$ cat config.mk
export PLATFORM = sky130hd
export DESIGN_NAME = shift_sequencer_flat
export DESIGN_NICKNAME = d
export VERILOG_FILES = /design/src/rtl/shift_sequencer_if.sv /design/src/rtl/shift_sequencer.sv /design/src/flat_wrapper.sv
export SDC_FILE = /design/constraint.sdc
export NUM_CORES = 1
export LEC_CHECK = 0
export CORE_ASPECT_RATIO = 0.75
export CORE_MARGIN = 4
export CORE_UTILIZATION = 47
export CTS_BUF_LIST = sky130_fd_sc_hd__clkbuf_4 sky130_fd_sc_hd__clkbuf_8
export CTS_CLUSTER_DIAMETER = 50
export DETAILED_ROUTE_END_ITERATION = 8
export PLACE_DENSITY = 0.79
export SETUP_SLACK_MARGIN = 0.1
export SLEW_MARGIN = 20
export SYNTH_ARGS = -nofsm -noshare
export SYNTH_HDL_FRONTEND = slang
export SYNTH_SLANG_ARGS = --single-unit
$ cat constraint.sdc
create_clock -name clk -period 2.6 [get_ports clk]
set_clock_uncertainty 0.2 [all_clocks]
set_input_delay 0.39 -clock clk [delete_from_list [all_inputs] [get_ports clk]]
set_output_delay 0.39 -clock clk [all_outputs]
set_load 0.05 [all_outputs]
$ cat src/rtl/shift_sequencer_if.sv
// rtl/shift_sequencer_if.sv - request/control bundle between requester, sequencer and shift register
interface shift_sequencer_if #(
    parameter int N  = 16,
    parameter int CW = 5
);
    logic [N-1:0]  data_in;
    logic          start;
    logic          ready;
    logic          dir;
    logic [CW-1:0] amount;
    logic          fill;
    logic [1:0]    S;
    logic [N-1:0]  I;
    logic          ser_in;
    logic          busy;
    logic          done;

    // requester side: issues commands, observes sequencer status and drive
    modport master (
        output data_in, start, dir, amount, fill,
        input  ready, S, I, ser_in, busy, done
    );

    // sequencer side
    modport slave (
        input  data_in, start, dir, amount, fill,
        output ready, S, I, ser_in, busy, done
    );
endinterface

$ cat src/rtl/shift_sequencer.sv
// rtl/shift_sequencer.sv - load-then-shift control sequencer for a 4-mode shift register
module shift_sequencer #(
    parameter int N  = 16,
    parameter int CW = 5
) (
    input  logic               clk,
    input  logic               rst,
    shift_sequencer_if.slave   bus
);

    typedef enum logic [1:0] {
        IDLE  = 2'd0,
        LOAD  = 2'd1,
        SHIFT = 2'd2,
        DONE  = 2'd3
    } state_t;

    localparam logic [1:0]    MODE_HOLD  = 2'd0;
    localparam logic [1:0]    MODE_LEFT  = 2'd1;
    localparam logic [1:0]    MODE_RIGHT = 2'd2;
    localparam logic [1:0]    MODE_LOAD  = 2'd3;
    localparam logic [CW-1:0] AMT_MAX    = CW'(N);
    localparam logic [CW-1:0] ONE        = CW'(1);

    state_t        state;
    logic [N-1:0]  word_q;
    logic          dir_q;
    logic          fill_q;
    logic [CW-1:0] amt_q;
    logic [CW-1:0] cnt;
    logic [1:0]    mode_q;
    logic          busy_q;
    logic          done_q;
    logic          idle_q;

    // Sequencer FSM: next state, latched command and all registered outputs
    always_ff @(posedge clk) begin
        if (rst) begin
            state  <= IDLE;
            word_q <= '0;
            dir_q  <= 1'b0;
            fill_q <= 1'b0;
            amt_q  <= '0;
            cnt    <= '0;
            mode_q <= MODE_HOLD;
            busy_q <= 1'b0;
            done_q <= 1'b0;
            idle_q <= 1'b1;
        end else begin
            case (state)
                IDLE: begin
                    done_q <= 1'b0;
                    if (bus.start) begin
                        word_q <= bus.data_in;
                        dir_q  <= bus.dir;
                        fill_q <= bus.fill;
                        amt_q  <= (bus.amount > AMT_MAX) ? AMT_MAX : bus.amount;
                        state  <= LOAD;
                        mode_q <= MODE_LOAD;
                        busy_q <= 1'b1;
                        idle_q <= 1'b0;
                    end
                end
                LOAD: begin
                    // counter is primed here so the first SHIFT cycle already sees the full amount
                    cnt <= amt_q;
                    if (amt_q != '0) begin
                        state  <= SHIFT;
                        mode_q <= dir_q ? MODE_RIGHT : MODE_LEFT;
                    end else begin
                        state  <= DONE;
                        mode_q <= MODE_HOLD;
                        busy_q <= 1'b0;
                        done_q <= 1'b1;
                    end
                end
                SHIFT: begin
                    cnt <= cnt - ONE;
                    if (cnt == ONE) begin
                        state  <= DONE;
                        mode_q <= MODE_HOLD;
                        busy_q <= 1'b0;
                        done_q <= 1'b1;
                    end
                end
                DONE: begin
                    state  <= IDLE;
                    done_q <= 1'b0;
                    idle_q <= 1'b1;
                end
                default: begin
                    state  <= IDLE;
                    mode_q <= MODE_HOLD;
                    busy_q <= 1'b0;
                    done_q <= 1'b0;
                    idle_q <= 1'b1;
                end
            endcase
        end
    end

    // ready is masked while reset is held so no request can be accepted into a reset cycle
    assign bus.ready  = idle_q & ~rst;
    assign bus.S      = mode_q;
    assign bus.I      = word_q;
    assign bus.ser_in = fill_q;
    assign bus.busy   = busy_q;
    assign bus.done   = done_q;

endmodule

$ cat src/flat_wrapper.sv
// flat-port wrapper written by rule: the top's interface ports become plain ports
module shift_sequencer_flat 
#(
    parameter int N  = 16,
    parameter int CW = 5
)
  (clk, rst, bus_data_in, bus_start, bus_dir, bus_amount, bus_fill, bus_ready, bus_S, bus_I, bus_ser_in, bus_busy, bus_done);
  shift_sequencer_if #(.N(N), .CW(CW)) bus_i ();
  input  logic clk;
  input  logic rst;
  input wire logic [$bits(bus_i.data_in)-1:0] bus_data_in;
  input wire logic [$bits(bus_i.start)-1:0] bus_start;
  input wire logic [$bits(bus_i.dir)-1:0] bus_dir;
  input wire logic [$bits(bus_i.amount)-1:0] bus_amount;
  input wire logic [$bits(bus_i.fill)-1:0] bus_fill;
  output wire logic [$bits(bus_i.ready)-1:0] bus_ready;
  output wire logic [$bits(bus_i.S)-1:0] bus_S;
  output wire logic [$bits(bus_i.I)-1:0] bus_I;
  output wire logic [$bits(bus_i.ser_in)-1:0] bus_ser_in;
  output wire logic [$bits(bus_i.busy)-1:0] bus_busy;
  output wire logic [$bits(bus_i.done)-1:0] bus_done;
  assign bus_i.data_in = bus_data_in;
  assign bus_i.start = bus_start;
  assign bus_i.dir = bus_dir;
  assign bus_i.amount = bus_amount;
  assign bus_i.fill = bus_fill;
  assign bus_ready = bus_i.ready;
  assign bus_S = bus_i.S;
  assign bus_I = bus_i.I;
  assign bus_ser_in = bus_i.ser_in;
  assign bus_busy = bus_i.busy;
  assign bus_done = bus_i.done;
  shift_sequencer #(.N(N), .CW(CW)) u_core (.clk(clk), .rst(rst), .bus(bus_i));
endmodule
==> parameters.txt, run 1 <==
Parameter                              Value

Global route
  GR met3 Demand/Resource ... 0.07394
  Initial antenna violation count ... 0
  All-Layer GR Usage ... 0.1895
  Met2 layer usage reported by global route ... 0.3081
  Remaining global-route overflow ... 0
  Pin count of the biggest net entering global routing ... 31
  Most congested layer reported by global routing ... met2
  Wire length of the first global-routing pass ... approximately 6300 um
  Via count of the first global-routing pass ... 1391
  GR Layer Usage met1 ... 0.2310

STA
  Number of endpoints with negative hold slack in the final report ... 0
  Count of endpoints failing setup in the final report ... 0
  Worst relative slew slack ... 0.6333
  Unrepaired setup endpoints after global routing ... no
  Pins over their slew limit ... 0
  Worst hold slack ... 255.2 ps
  Max Freq ... 0.4894 GHz
  Setup Total Neg Slack ... 0 ps
  Actual slew at the worst max-slew pin ... 550.0 ps
  Fin crit share ... 0.7859
  Minimum period implied by the final worst setup slack ... 2043 ps

Synth
  Syn_area_per_cell ... 8.170 um2
  Seq/Total Area, Yosys ... 0.4636
  Synth Register Bits ... 35
  Number of cells produced by synthesis ... 185
  Combined area of all synthesized cells ... between 1500 and 2000 um2
  Fraction of the mapped netlist area in adder cells ... 0.04967
  Synthesized-area fraction occupied by xor and xnor cells ... 0
  Share of synthesized area spent on multiplexers ... 0.01987
  Synthesized Nets ... around 220
  Count of synthesis-stage warnings from yosys ... 0
  Synthesized-area fraction occupied by and/or/nand/nor cells ... 0.2161
  Synth cell types ... 30
  Dominant combinational cell family by area after synthesis ... simple AND/OR/NAND/NOR gates
  Synth Area in Compound Gates ... 0.2061

Die
  Core Footprint ... between 3000 and 4000 um2
  Std cell rows ... 17
  Boundary pin count ... 48
  Die Height ... 57.11 um
  Die Span X ... 73.48 um
  Initial Utilization ... 0.5004
  Area enclosed by the die boundary ... 4196 um2

CTS
  Number of CTS-inserted buffers ... 5
  Worst-skew pair later-pin latency ... about 280 ps
  Hold buffer count at cts ... 0
  Post-CTS repair timing setup buffer count ... 0
  Total number of clock tree sinks ... 35
  Post-cts repair resize count ... 0
  Max Buffers Root-to-Sink ... 2
  H-tree lvl count ... 2
  Clock tree from TritonCTS ... built
  Root Buffer Master ... sky130_fd_sc_hd__clkbuf_8
  Clock transition at the registers of the reported paths ... approximately 70 ps

Pwr
  Leakage power of the design ... a little over 0.8 nW
  IR drop worst, VDD ... 0.5125 mV
  Power density normalized to cell area ... 1087 nW/um2

Job
  Max-cap viol count ... 0

Drt
  Count of antenna-violating nets left after detailed routing ... 0
  Pre-antenna DRT Iters ... 4
  Routed wire length ... 3658 um
  Via count ... 1416
  DR iter-0 viols ... 68
  Routed wire per std cell ... around 14 um
  Remaining DRCs ... 0
  Detail-routed via count per cell ... roughly 5.2

Finish
  Commonest non-fill, non-tap cell in the layout ... sky130_fd_sc_hd__nand2_1
  Area grow syn2layout ... 39.57%
  Diodes inserted ... 0
  Most used cells in the layout excluding fill and tap cells ... sky130_fd_sc_hd__nand2_1 (50), sky130_fd_sc_hd__clkdlybuf4s50_1 (46), sky130_fd_sc_hd__dfxtp_1 (35), sky130_fd_sc_hd__a21oi_1 (31), sky130_fd_sc_hd__nor2_1 (8)
  Fin nets ... 263
  Number of fill cells ... 238
  Share of post-route cells with drive strength above 1 ... 0.06897

Outcome
  Outcome ... complete, no violations

Worst setup path
  Type of destination of the critical path ... flop
  Crit Reg-Reg Startpoint ... u_core.cnt[0]
  Crit path max fanout ... 6
  Arrival time reported for the critical path endpoint ... 2020 ps
  Crit path required time ... 2580 ps
  Worst setup SP type ... flop
  Number of cell instances on the worst register-to-register path ... 5
  Category of the most critical setup path ... reg -> reg
  Flop2flop setup slack ... roughly 560 ps
  Worst R2R End ... u_core.bus.S[1]

Hold path
  Worst hold path endpoint ... u_core.bus.I[9]
  Worst Hold Path Cells ... 2
  Worst min-delay path startpoint ... u_core.bus.I[9]
  Path class of the lowest-slack min-delay path ... reg -> reg

Place
  Count of buffers inserted at the top-level ports ... 47
  HPWL after detailed placement ... 2678 um
  Weighted congestion reported at the end of routability-driven placement ... between 0.8 and 0.9
==> per-layer routing <==
| metal | routed length (um) | up-vias |
|---|---|---|
| li1 | - | 719 |
| met1 | 1616 | 631 |
| met2 | 1669 | 59 |
| met3 | 315 | 7 |
| met4 | 56 | 0 |
| met5 | 0 | - |
==> synthesized netlist by cell type (all sizes together) <==
library cell | count | area, um2
or4 | 1 | 7.510
a21oi | 31 | 155.2
o2bb2ai | 1 | 8.760
o21ai | 5 | 28.78
a211oi | 2 | 27.53
o221ai | 1 | 8.760
inv | 7 | 26.28
o211a | 1 | 10.01
o22ai | 2 | 12.51
nand3b | 4 | 30.03
nor2b | 4 | 25.02
a22o | 1 | 8.760
a22oi | 2 | 15.01
a31o | 1 | 8.760
dfxtp | 35 | 700.7
clkbuf | 11 | 41.29
or3b | 1 | 8.760
ha | 6 | 75.07
a2111oi | 1 | 8.760
nand2 | 50 | 187.7
nor3b | 1 | 7.510
mux2i | 3 | 30.03
or4b | 1 | 13.76
and2 | 1 | 6.260
nor2 | 8 | 30.03
nor3 | 2 | 10.01
a41o | 1 | 10.01
o22a | 1 | 8.760
==> power by group <==
part           internal (mW)  switching, mW  leakage [nW]
sequential             0.662         0.0854         0.287
clock                  0.209          0.187        0.0491
combinational          0.437          0.712         0.468
total                   1.31          0.984         0.805
==> sequential cells by signal, indices dropped and copies added, names as in the netlist <==
signal	flops
u_core.bus.done	1
u_core.state	2
u_core.bus.busy	1
u_core.dir_q	1
u_core.amt_q	5
u_core.idle_q	1
u_core.bus.S	2
u_core.cnt	5
u_core.bus.I	16
u_core.bus.ser_in	1
==> per-stage QoR <==
step / cells / power, mW / cell area, um2 / util / setup WS [ps]
floorplan: 185 / 1.569 / 1511 / - / 694.2
global placement: 262 / 1.856 / 2021 / 0.6690 / 595.6
detailed placement: 262 / 1.904 / 2021 / 0.6690 / 574.1
CTS: 270 / 2.305 / 2110 / 0.6984 / 558.8
global route: 270 / 2.446 / 2110 / 0.6984 / 432.3
finish: 270 / 2.292 / 2110 / 0.6984 / 556.7
==> how the worst max path moves through the flow <==
stage	startpoint	endpoint	depth (start not counted)
4_1_cts	u_core.bus.I[6]	bus_I[6]	1
3_3_place_gp	bus_start	u_core.bus.I[14]	5
2_1_floorplan	u_core.cnt[0]	u_core.bus.S[1]	5
6_report	u_core.cnt[0]	u_core.bus.S[1]	5
3_5_place_dp	bus_start	u_core.bus.I[13]	5
5_1_grt	u_core.state[0]	u_core.cnt[3]	6
==> logic make-up (layout without fill, tap and decap cells) <==
group | count (synthesis) | after routing
adders and majority gates | 6 | 6
buffers and inverters | 18 | 65
muxes | 3 | 3
and+or+nand+nor | 73 | 73
AOI/OAI and AO/OA | 50 | 50
DFF | 35 | 35
==> critical path, stage by stage (launching register included) <==
cell	delay [ps]
sky130_fd_sc_hd__dfxtp_1	410
sky130_fd_sc_hd__ha_1	160
sky130_fd_sc_hd__or4b_4	500
sky130_fd_sc_hd__a211oi_4	340
sky130_fd_sc_hd__o221ai_1	180
sky130_fd_sc_hd__o211a_1	150
==> area by class of cell <==
type,instances,area [um2],area share
Timing Repair Buffer,50,503.0,0.2384
Tap cell,38,47.55,0.02254
Sequential cell,35,700.7,0.3321
Multi-Input combinational cell,132,743.2,0.3523
Clock buffer,7,83.83,0.03974
Clock inverter,1,5.005,0.002372
Inverter,7,26.28,0.01246
No activity file was read; power rests on OpenSTA's default activity.
==> run 2: changes to the inputs <==
Clock period 2.6 ns to 2.05 ns, I/O delays scaled along.
==> run 2 against run 1 <==
Net effect:
- first-iteration DRC count decreased by 28%
- critical path type unchanged
- worst setup slack got worse by 470 ps
- count of clock-buffer cells in the layout unchanged
- largest power group unchanged
- global-route usage decreased by 0.44 points
==> parameters.txt, run 2 (same netlist as run 1, synthesis figures left out) <==
Parameter                              Value

Worst setup path
  Flop2flop setup slack ... 80 ps (was 560 ps)
  Cells along the critical path ... inv_2 -> ha_4 -> or4b_4 -> a211oi_4 -> buf_4 -> buf_4 -> a21oi_1 (was ha_1 -> or4b_4 -> a211oi_4 -> o221ai_1 -> o211a_1)
  Worst R2R End ... u_core.bus.S[0] (was u_core.bus.S[1])
  Cell at the slowest stage of the critical path ... sky130_fd_sc_hd__or4b_4 (unchanged)
  Crit path required time ... 2030 ps (was 2580 ps)
  Number of cell instances on the worst register-to-register path ... 7 (was 5)
  Start point of the critical path ... u_core.cnt[1] (was u_core.cnt[0])
  Most used cell along the critical path ... sky130_fd_sc_hd__buf_4
  Category of the most critical setup path ... reg -> reg (unchanged)
  Delay contributed by the slowest stage of the critical path ... 500 ps (about the same)
  Worst setup SP type ... flop (unchanged)
  Arrival time reported for the critical path endpoint ... 1950 ps (was 2020 ps)
  Crit Reg-Reg Startpoint ... u_core.cnt[1] (was u_core.cnt[0])
  Crit path max fanout ... 5 (was 6)
  Type of destination of the critical path ... flop (unchanged)

Die
  Area enclosed by the die boundary ... 4196 um2 (unchanged)
  Boundary pin count ... 48 (unchanged)
  Std cell rows ... 17 (unchanged)
  Die Span X ... 73.48 um (unchanged)
  Core Footprint ... 3020 um2 (unchanged)
  Initial Utilization ... 0.5004 (unchanged)
  Die Height ... 57.11 um (unchanged)

STA
  Actual slew at the worst max-slew pin ... 517.3 ps (was 550.0 ps)
  Worst relative slew slack ... 0.6545 (was 0.6333)
  Minimum period implied by the final worst setup slack ... 1967 ps (was 2043 ps)
  Pins over their slew limit ... 0 (unchanged)
  Count of endpoints failing setup in the final report ... 0 (unchanged)
  Worst hold slack ... 250.4 ps (was 255.2 ps)
  Fin crit share ... 0.9596 (was 0.7859)
  Number of endpoints with negative hold slack in the final report ... 0 (unchanged)
  Setup Total Neg Slack ... 0 ps (unchanged)
  Max Freq ... 0.5084 GHz (was 0.4894 GHz)
  Unrepaired setup endpoints after global routing ... yes (was no)

Drt
  Detail-routed via count per cell ... 5.265 (was 5.244)
  Routed wire per std cell ... 13.65 um (was 13.55 um)
  Pre-antenna DRT Iters ... 7 (was 4)
  Count of antenna-violating nets left after detailed routing ... 0 (unchanged)
  Via count ... 1448 (was 1416)
  Routed wire length ... 3754 um (was 3658 um)
  DR iter-0 viols ... 49 (was 68)
  Remaining DRCs ... 0 (unchanged)

CTS
  Total number of clock tree sinks ... 35 (unchanged)
  Clock tree from TritonCTS ... built (unchanged)
  Max Buffers Root-to-Sink ... 2 (unchanged)
  Number of CTS-inserted buffers ... 5 (unchanged)
  Hold buffer count at cts ... 0 (unchanged)
  Root Buffer Master ... sky130_fd_sc_hd__clkbuf_8 (unchanged)
  Clock transition at the registers of the reported paths ... 70 ps (about the same)
  Worst-skew pair later-pin latency ... 280 ps (about the same)
  H-tree lvl count ... 2 (unchanged)

Place
  Count of buffers inserted at the top-level ports ... 47 (unchanged)
  Weighted congestion reported at the end of routability-driven placement ... 0.8825 (was 0.8298)
  HPWL after detailed placement ... 2701 um (was 2678 um)

Global route
  Pin count of the biggest net entering global routing ... 27 (was 31)
  Initial antenna violation count ... 0 (unchanged)
  Remaining global-route overflow ... 0 (unchanged)
  Via count of the first global-routing pass ... 1349 (was 1391)
  Wire length of the first global-routing pass ... 6030 um (was 6285 um)
  All-Layer GR Usage ... 0.1851 (was 0.1895)

Finish
  Share of the core filled with cells in the final layout ... 0.7419 (was 0.6984)
  Most used cells in the layout excluding fill and tap cells ... sky130_fd_sc_hd__nand2_1 (50), sky130_fd_sc_hd__dfxtp_1 (33), sky130_fd_sc_hd__a21oi_1 (31), sky130_fd_sc_hd__clkdlybuf4s50_1 (25), sky130_fd_sc_hd__dlymetal6s2s_1 (18) (was sky130_fd_sc_hd__nand2_1 (50), sky130_fd_sc_hd__clkdlybuf4s50_1 (46), sky130_fd_sc_hd__dfxtp_1 (35), sky130_fd_sc_hd__a21oi_1 (31), sky130_fd_sc_hd__nor2_1 (8))
  Diodes inserted ... 0 (unchanged)
  Fin nets ... 268 (was 263)
  Commonest non-fill, non-tap cell in the layout ... sky130_fd_sc_hd__nand2_1 (unchanged)
  Number of flip-flops under the largest register name ... 16 (unchanged)
  Share of post-route cells with drive strength above 1 ... 0.1139 (was 0.06897)
  Area grow syn2layout ... 48.26% (was 39.57%)
  Number of fill cells ... 218 (was 238)

Pwr
  Leakage power of the design ... 1.145 nW (was 0.8047 nW)
  Power density normalized to cell area ... 1347 nW/um2 (was 1087 nW/um2)
  IR drop worst, VDD ... 0.6966 mV (was 0.5125 mV)

Hold path
  Worst hold path endpoint ... u_core.bus.I[10] (was u_core.bus.I[9])
  Path class of the lowest-slack min-delay path ... reg -> reg (unchanged)
  Worst Hold Path Cells ... 2 (unchanged)
  Worst min-delay path startpoint ... u_core.bus.I[10] (was u_core.bus.I[9])

Outcome
  Outcome ... complete, no violations (unchanged)

Job
  Max-cap viol count ... 0 (unchanged)
==> run 2: changes by cell type in the layout (fill, tap and decap cells not counted), sizes merged <==
cell | before | now
clkdlybuf4s50 | 46 | 25
dlymetal6s2s | 0 | 18
buf | 4 | 9
dlygate4sd2 | 0 | 3
==> run 2: power by group <==
group	switching (mW)	total [mW]	leakage (nW)	internal [mW]
clock network	0.228	0.493	0.0491	0.264
logic	0.939	1.58	0.807	0.640
registers	0.104	0.946	0.289	0.843
==> run 2: critical path: cells and delay by family (launching register included) <==
kind | cells | cell delay [ps]
adder cells (fa/ha/maj) | 1 | 120
AO/OA/AOI/OAI | 2 | 400
flip-flops | 1 | 330
buffers and inverters | 3 | 330
AND/OR/NAND/NOR | 1 | 500
==> run 2: per-stage QoR <==
step,setup WS (ps),power (mW),instances,cell area (um2)
3_3_place_gp,96.83,2.411,264,2061
6_report,82.92,3.018,275,2241
4_1_cts,96.02,3.000,274,2162
3_5_place_dp,7.027,2.468,264,2061
5_1_grt,18.46,3.223,275,2241
2_1_floorplan,144.2,1.990,185,1511
==> run 2: repair_timing <==
action,in CTS,in global routing
setup endpoints to repair,5,22
gates resized for setup,4,26
pin swaps,1,2
setup buffers,2,1
==> run 2: worst max-delay path by stage <==
stage	end	slack [ps]	depth (start not counted)
after global routing	u_core.bus.S[0]	20	7
after detailed placement	u_core.bus.S[1]	7	5
after CTS	u_core.bus.S[0]	100	7
after global placement	u_core.bus.S[1]	100	5
final	u_core.bus.S[0]	80	7
after floorplan	u_core.bus.S[1]	140	5
==> run 2: per-layer routing <==
| metal | track usage | share of wire |
|---|---|---|
| met1 | 0.2047 | 0.41 |
| met2 | 0.3169 | 0.49 |
| met3 | 0.07394 | 0.078 |
| met4 | 0.06977 | 0.014 |
| met5 | 0 | 0 |
==> run 2: cell type report <==
type	instances	area (um2)	area share
multi-input combinational	132	765.7	0.3417
sequential	35	705.7	0.3149
timing repair buffer	55	606.8	0.2708
clock buffer	7	83.83	0.03741
tap	38	47.55	0.02122
inverter	7	26.28	0.01173
clock inverter	1	5.005	0.002233
==> run 3: changes to the inputs <==
Settings changed: ABC_AREA set to 1, CELL_PAD_IN_SITES_DETAIL_PLACEMENT set to 1, CELL_PAD_IN_SITES_GLOBAL_PLACEMENT set to 1, CORE_UTILIZATION 47 to 36, PLACE_DENSITY 0.79 to 0.85.
Clock period 2.05 ns to 2.33 ns, I/O delays scaled along.
==> run 3 against run 2 <==
Net effect:
- highest routed layer unchanged
- non-clock buffer count down 4
- sequential share of layout area up 0.88 points
- register-to-register slack better by 440 ps
- cell count grew 14%
- synthesized area increased by 1.3%
- largest cell class unchanged
- clock power shrank 4%
- cell area fell by 3.4%
- utilization fell by 21 points
- worst hold slack improved by 17 ps
- routed wire length up 13%
- power decreased by 3.0%
==> parameters.txt, run 3 <==
Parameter                              Value

Place
  Number of placed instances with taps included ... 306 (was 264)
  HPWL after detailed placement ... 3197 um (was 2701 um)
  DP Worst Slack ... 468.8 ps (was 7.027 ps)
  Weighted congestion reported at the end of routability-driven placement ... 0.8257 (was 0.8825)
  Total placed instance area ... 2066 um2 (was 2061 um2)
  Count of buffers inserted at the top-level ports ... 47 (unchanged)

Finish
  Share of post-route cells with drive strength above 1 ... 0.07336 (was 0.1139)
  Most used cells in the layout excluding fill and tap cells ... sky130_fd_sc_hd__nor2_1 (56), sky130_fd_sc_hd__clkdlybuf4s50_1 (46), sky130_fd_sc_hd__dfxtp_1 (35), sky130_fd_sc_hd__o21ai_0 (24) (was sky130_fd_sc_hd__nand2_1 (50), sky130_fd_sc_hd__dfxtp_1 (33), sky130_fd_sc_hd__a21oi_1 (31), sky130_fd_sc_hd__clkdlybuf4s50_1 (25), sky130_fd_sc_hd__dlymetal6s2s_1 (18))
  Number of flip-flops under the largest register name ... 16 (unchanged)
  Area grow syn2layout ... 41.34% (was 48.26%)
  Area of the multi-input gates ... 703.2 um2 (was 765.7 um2)
  Diodes inserted ... 0 (unchanged)
  Count of placed standard cells in the final layout, fillers left out ... 314 (was 275)
  Number of fill cells ... 534 (was 218)
  Post-layout instance area ... 2165 um2 (was 2241 um2)
  Commonest non-fill, non-tap cell in the layout ... sky130_fd_sc_hd__nor2_1 (was sky130_fd_sc_hd__nand2_1)
  Area occupied by registers ... 700.7 um2 (was 705.7 um2)
  Fin nets ... 290 (was 268)

Synth
  Synth Register Bits ... 35 (unchanged)
  Syn_area_per_cell ... 7.363 um2 (was 8.170 um2)
  Proportion of netlist area held by the largest area contributor ... 0.4575 (was 0.4636)
  Share of flip-flops with an asynchronous set or reset after synthesis ... 0 (unchanged)
  Cell taking the most area after synthesis ... sky130_fd_sc_hd__dfxtp_1 (unchanged)
  Main synth FF type ... sky130_fd_sc_hd__dfxtp_1 (unchanged)
  EDFF count, synth ... 0 (unchanged)
  Combined area of all synthesized cells ... 1531 um2 (was 1511 um2)
  Count of synthesis-stage warnings from yosys ... 0 (unchanged)
  Most repeated cell in the gate-level netlist after synthesis ... sky130_fd_sc_hd__nor2_1 (was sky130_fd_sc_hd__nand2_1)
  Seq/Total Area, Yosys ... 0.4575 (was 0.4636)
  Most instantiated cells after synthesis ... sky130_fd_sc_hd__nor2_1 (56), sky130_fd_sc_hd__dfxtp_1 (35), sky130_fd_sc_hd__o21ai_0 (24) (was sky130_fd_sc_hd__nand2_1 (50), sky130_fd_sc_hd__dfxtp_1 (35), sky130_fd_sc_hd__a21oi_1 (31))
  Synthesized Nets ... 240 (was 217)
  Synth cell types ... 25 (was 30)
  Number of cells produced by synthesis ... 208 (was 185)
  Cell types with the largest area share after synthesis ... sky130_fd_sc_hd__dfxtp_1 (46%), sky130_fd_sc_hd__nor2_1 (14%), sky130_fd_sc_hd__o21ai_0 (7.8%), sky130_fd_sc_hd__inv_1 (5.1%), sky130_fd_sc_hd__nand2_1 (5.1%) (was sky130_fd_sc_hd__dfxtp_1 (46%), sky130_fd_sc_hd__nand2_1 (12%), sky130_fd_sc_hd__a21oi_1 (10%), sky130_fd_sc_hd__ha_1 (5.0%), sky130_fd_sc_hd__clkbuf_1 (2.7%))

STA
  Pins over their slew limit ... 0 (unchanged)
  Setup Total Neg Slack ... 0 ps (unchanged)
  Max Freq ... 0.4944 GHz
  Minimum period implied by the final worst setup slack ... 2023 ps
  Actual slew at the worst max-slew pin ... 529.5 ps (was 517.3 ps)
  Number of endpoints with negative hold slack in the final report ... 0 (unchanged)
  Setup slack after layout ... 307.2 ps (was 82.92 ps)
  Fin crit share ... 0.8681
  Unrepaired setup endpoints after global routing ... no (was yes)
  Count of endpoints failing setup in the final report ... 0 (unchanged)
  Worst relative slew slack ... 0.6459 (was 0.6545)

Pwr
  Net load switching power ... 1.371 mW (was 1.271 mW)
  Total power of the final layout ... 2.929 mW (was 3.018 mW)
  Switching part of the total power ... 0.4681 (was 0.4211)
  Sequential share of power ... 0.306 (was 0.313)
  Proportion of power drawn by combinational gates ... 0.533 (was 0.523)
  Power density normalized to cell area ... 1353 nW/um2 (was 1347 nW/um2)
  Leakage power of the design ... 0.9192 nW (was 1.145 nW)
  Share of total power in the clock network ... 0.162 (was 0.163)
  IR drop worst, VDD ... 0.6419 mV (was 0.6966 mV)
  Internal ... 1.558 mW (was 1.747 mW)

Global route
  Via count of the first global-routing pass ... 1626 (was 1349)
  Remaining global-route overflow ... 0 (unchanged)
  All-Layer GR Usage ... 0.1733 (was 0.1851)
  Wire length of the first global-routing pass ... 7362 um (was 6030 um)
  Pin count of the biggest net entering global routing ... 25 (was 27)
  Initial antenna violation count ... 0 (unchanged)

Drt
  Count of antenna-violating nets left after detailed routing ... 0 (unchanged)
  Remaining DRCs ... 0 (unchanged)
  Routed wire length ... 4238 um (was 3754 um)
  Detail-routed via count per cell ... 4.720 (was 5.265)
  Via count ... 1482 (was 1448)
  DR iter-0 viols ... 67 (was 49)
  Routed wire per std cell ... 13.50 um (was 13.65 um)
  Pre-antenna DRT Iters ... 4 (was 7)

CTS
  Root Buffer Master ... sky130_fd_sc_hd__clkbuf_8 (unchanged)
  Clock tree from TritonCTS ... built (unchanged)
  Worst-skew pair later-pin latency ... 290 ps (was 280 ps)
  Clock transition at the registers of the reported paths ... 70 ps (about the same)
  Post-CTS repair timing setup buffer count ... 0 (was 2)
  Max Buffers Root-to-Sink ... 2 (unchanged)
  Number of CTS-inserted buffers ... 5 (unchanged)
  Post-cts repair resize count ... 0 (was 4)
  Total number of clock tree sinks ... 35 (unchanged)
  Hold buffer count at cts ... 0 (unchanged)
  H-tree lvl count ... 2 (unchanged)

Worst setup path
  Category of the most critical setup path ... reg -> out (was reg -> reg)
  Cell type group with the largest total delay on the critical path ... buffers and inverters (was simple AND/OR/NAND/NOR gates)
  Endpoint of the most critical setup path ... bus_I[5] (was u_core.bus.S[0])
  Crit path required time ... 1780 ps (was 2030 ps)
  Crit path max fanout ... 2 (was 5)
  Cells along the critical path ... clkdlybuf4s50_1 (was inv_2 -> ha_4 -> or4b_4 -> a211oi_4 -> buf_4 -> buf_4 -> a21oi_1)
  Buffers & Inverters on Critical Path ... 1 (was 3)
  Worst setup SP type ... flop (unchanged)
  Cell at the slowest stage of the critical path ... sky130_fd_sc_hd__clkdlybuf4s50_1 (was sky130_fd_sc_hd__or4b_4)
  Arrival time reported for the critical path endpoint ... 1470 ps (was 1950 ps)
  Type of destination of the critical path ... primary output (was flop)
  Crit Reg-Reg Startpoint ... u_core.state[0] (was u_core.cnt[1])
  Number of cell instances on the worst register-to-register path ... 7 (unchanged)
  Flop2flop setup slack ... 520 ps (was 80 ps)
  Start point of the critical path ... u_core.bus.I[5] (was u_core.cnt[1])
  Number of logic stages on the critical path including buffering ... 1 (was 7)
  Worst R2R End ... u_core.cnt[4] (was u_core.bus.S[0])
  Delay contributed by the slowest stage of the critical path ... 820 ps (was 500 ps)

Die
  Initial Utilization ... 0.3755 (was 0.5004)
  Area enclosed by the die boundary ... 5373 um2 (was 4196 um2)
  Std cell rows ... 20 (was 17)
  Die Span X ... 83.32 um (was 73.48 um)
  Core Footprint ... 4079 um2 (was 3020 um2)
  Boundary pin count ... 48 (unchanged)
  Die Height ... 64.49 um (was 57.11 um)

Outcome
  Outcome ... complete, no violations (unchanged)

Hold path
  Path class of the lowest-slack min-delay path ... reg -> reg (unchanged)

Job
  Max-cap viol count ... 0 (unchanged)
run 3: cell count changes after synthesis, sizes merged, moves of 3 or more:
cell    before  now
inv          7   22
nor2         8   57
nand2       50   24
mux2i        3    0
nand3        0    6
o21ai        5   25
nand3b       4    0
a21oi       31   14
nor2b        4    0
clkbuf      11    6
run 3: worst min path at each step:
stage                     slack [ps]        startpoint  cells past startpoint               end
after floorplan                  250      u_core.dir_q                      2   u_core.bus.S[1]
after detailed placement         260   u_core.bus.done                      2   u_core.bus.done
after global routing             310  u_core.bus.I[11]                      2  u_core.bus.I[11]
final                            270   u_core.bus.done                      2   u_core.bus.done
after CTS                        270   u_core.bus.done                      2   u_core.bus.done
after global placement           250   u_core.bus.done                      2   u_core.bus.done
run 3: per-layer routing:
| layer | wire [um] | GRT usage | vias to the layer above |
|---|---|---|---|
| li1 | - | - | 764 |
| met1 | 1859 | 0.1928 | 666 |
| met2 | 1942 | 0.2860 | 43 |
| met3 | 354 | 0.07497 | 9 |
| met4 | 82 | 0.08571 | 0 |
| met5 | 0 | 0 | - |
run 3: kinds of logic (layout without fill, tap and decap cells):
logic type,Yosys count,after routing,share of synthesized area
AO/OA/AOI/OAI,45,45,0.1601
buffers and inverters,30,81,0.08333
flip-flops,35,35,0.4575
adder cells (fa/ha/maj),6,6,0.04902
AND/OR/NAND/NOR,92,92,0.2500
run 3: power by group through the flow:
| stage | Clock, mW | Combinational [mW] | Sequential, mW |
|---|---|---|---|
| global route | 0.526 | 1.73 | 0.920 |
| global placement | 0 | 1.51 | 0.898 |
| finish | 0.473 | 1.56 | 0.896 |
| CTS | 0.490 | 1.58 | 0.897 |
| floorplan | 0 | 0.751 | 1.25 |
| detailed placement | 0 | 1.56 | 0.909 |
run 3: worst min-delay path, stage by stage, from the launching register on:
cell,delay (ps)
sky130_fd_sc_hd__dfxtp_1,310
sky130_fd_sc_hd__nand2_1,60
sky130_fd_sc_hd__a21oi_1,50
run 3: area by class of cell:
| cell class | instances | share of cell area |
|---|---|---|
| clock buffer | 6 | 0.03815 |
| clock inverter | 2 | 0.007514 |
| inverter | 22 | 0.03815 |
| multi-input combinational | 143 | 0.3249 |
| sequential | 35 | 0.3237 |
| tap | 55 | 0.03179 |
| timing repair buffer | 51 | 0.2358 |
run 3: stage by stage:
stage | util | hold WS (ps)
after floorplan | - | 247.3
after global placement | 0.5064 | 249.7
after detailed placement | 0.5064 | 262.1
after CTS | 0.5307 | 274.4
after global routing | 0.5307 | 314.9
final | 0.5307 | 267.6
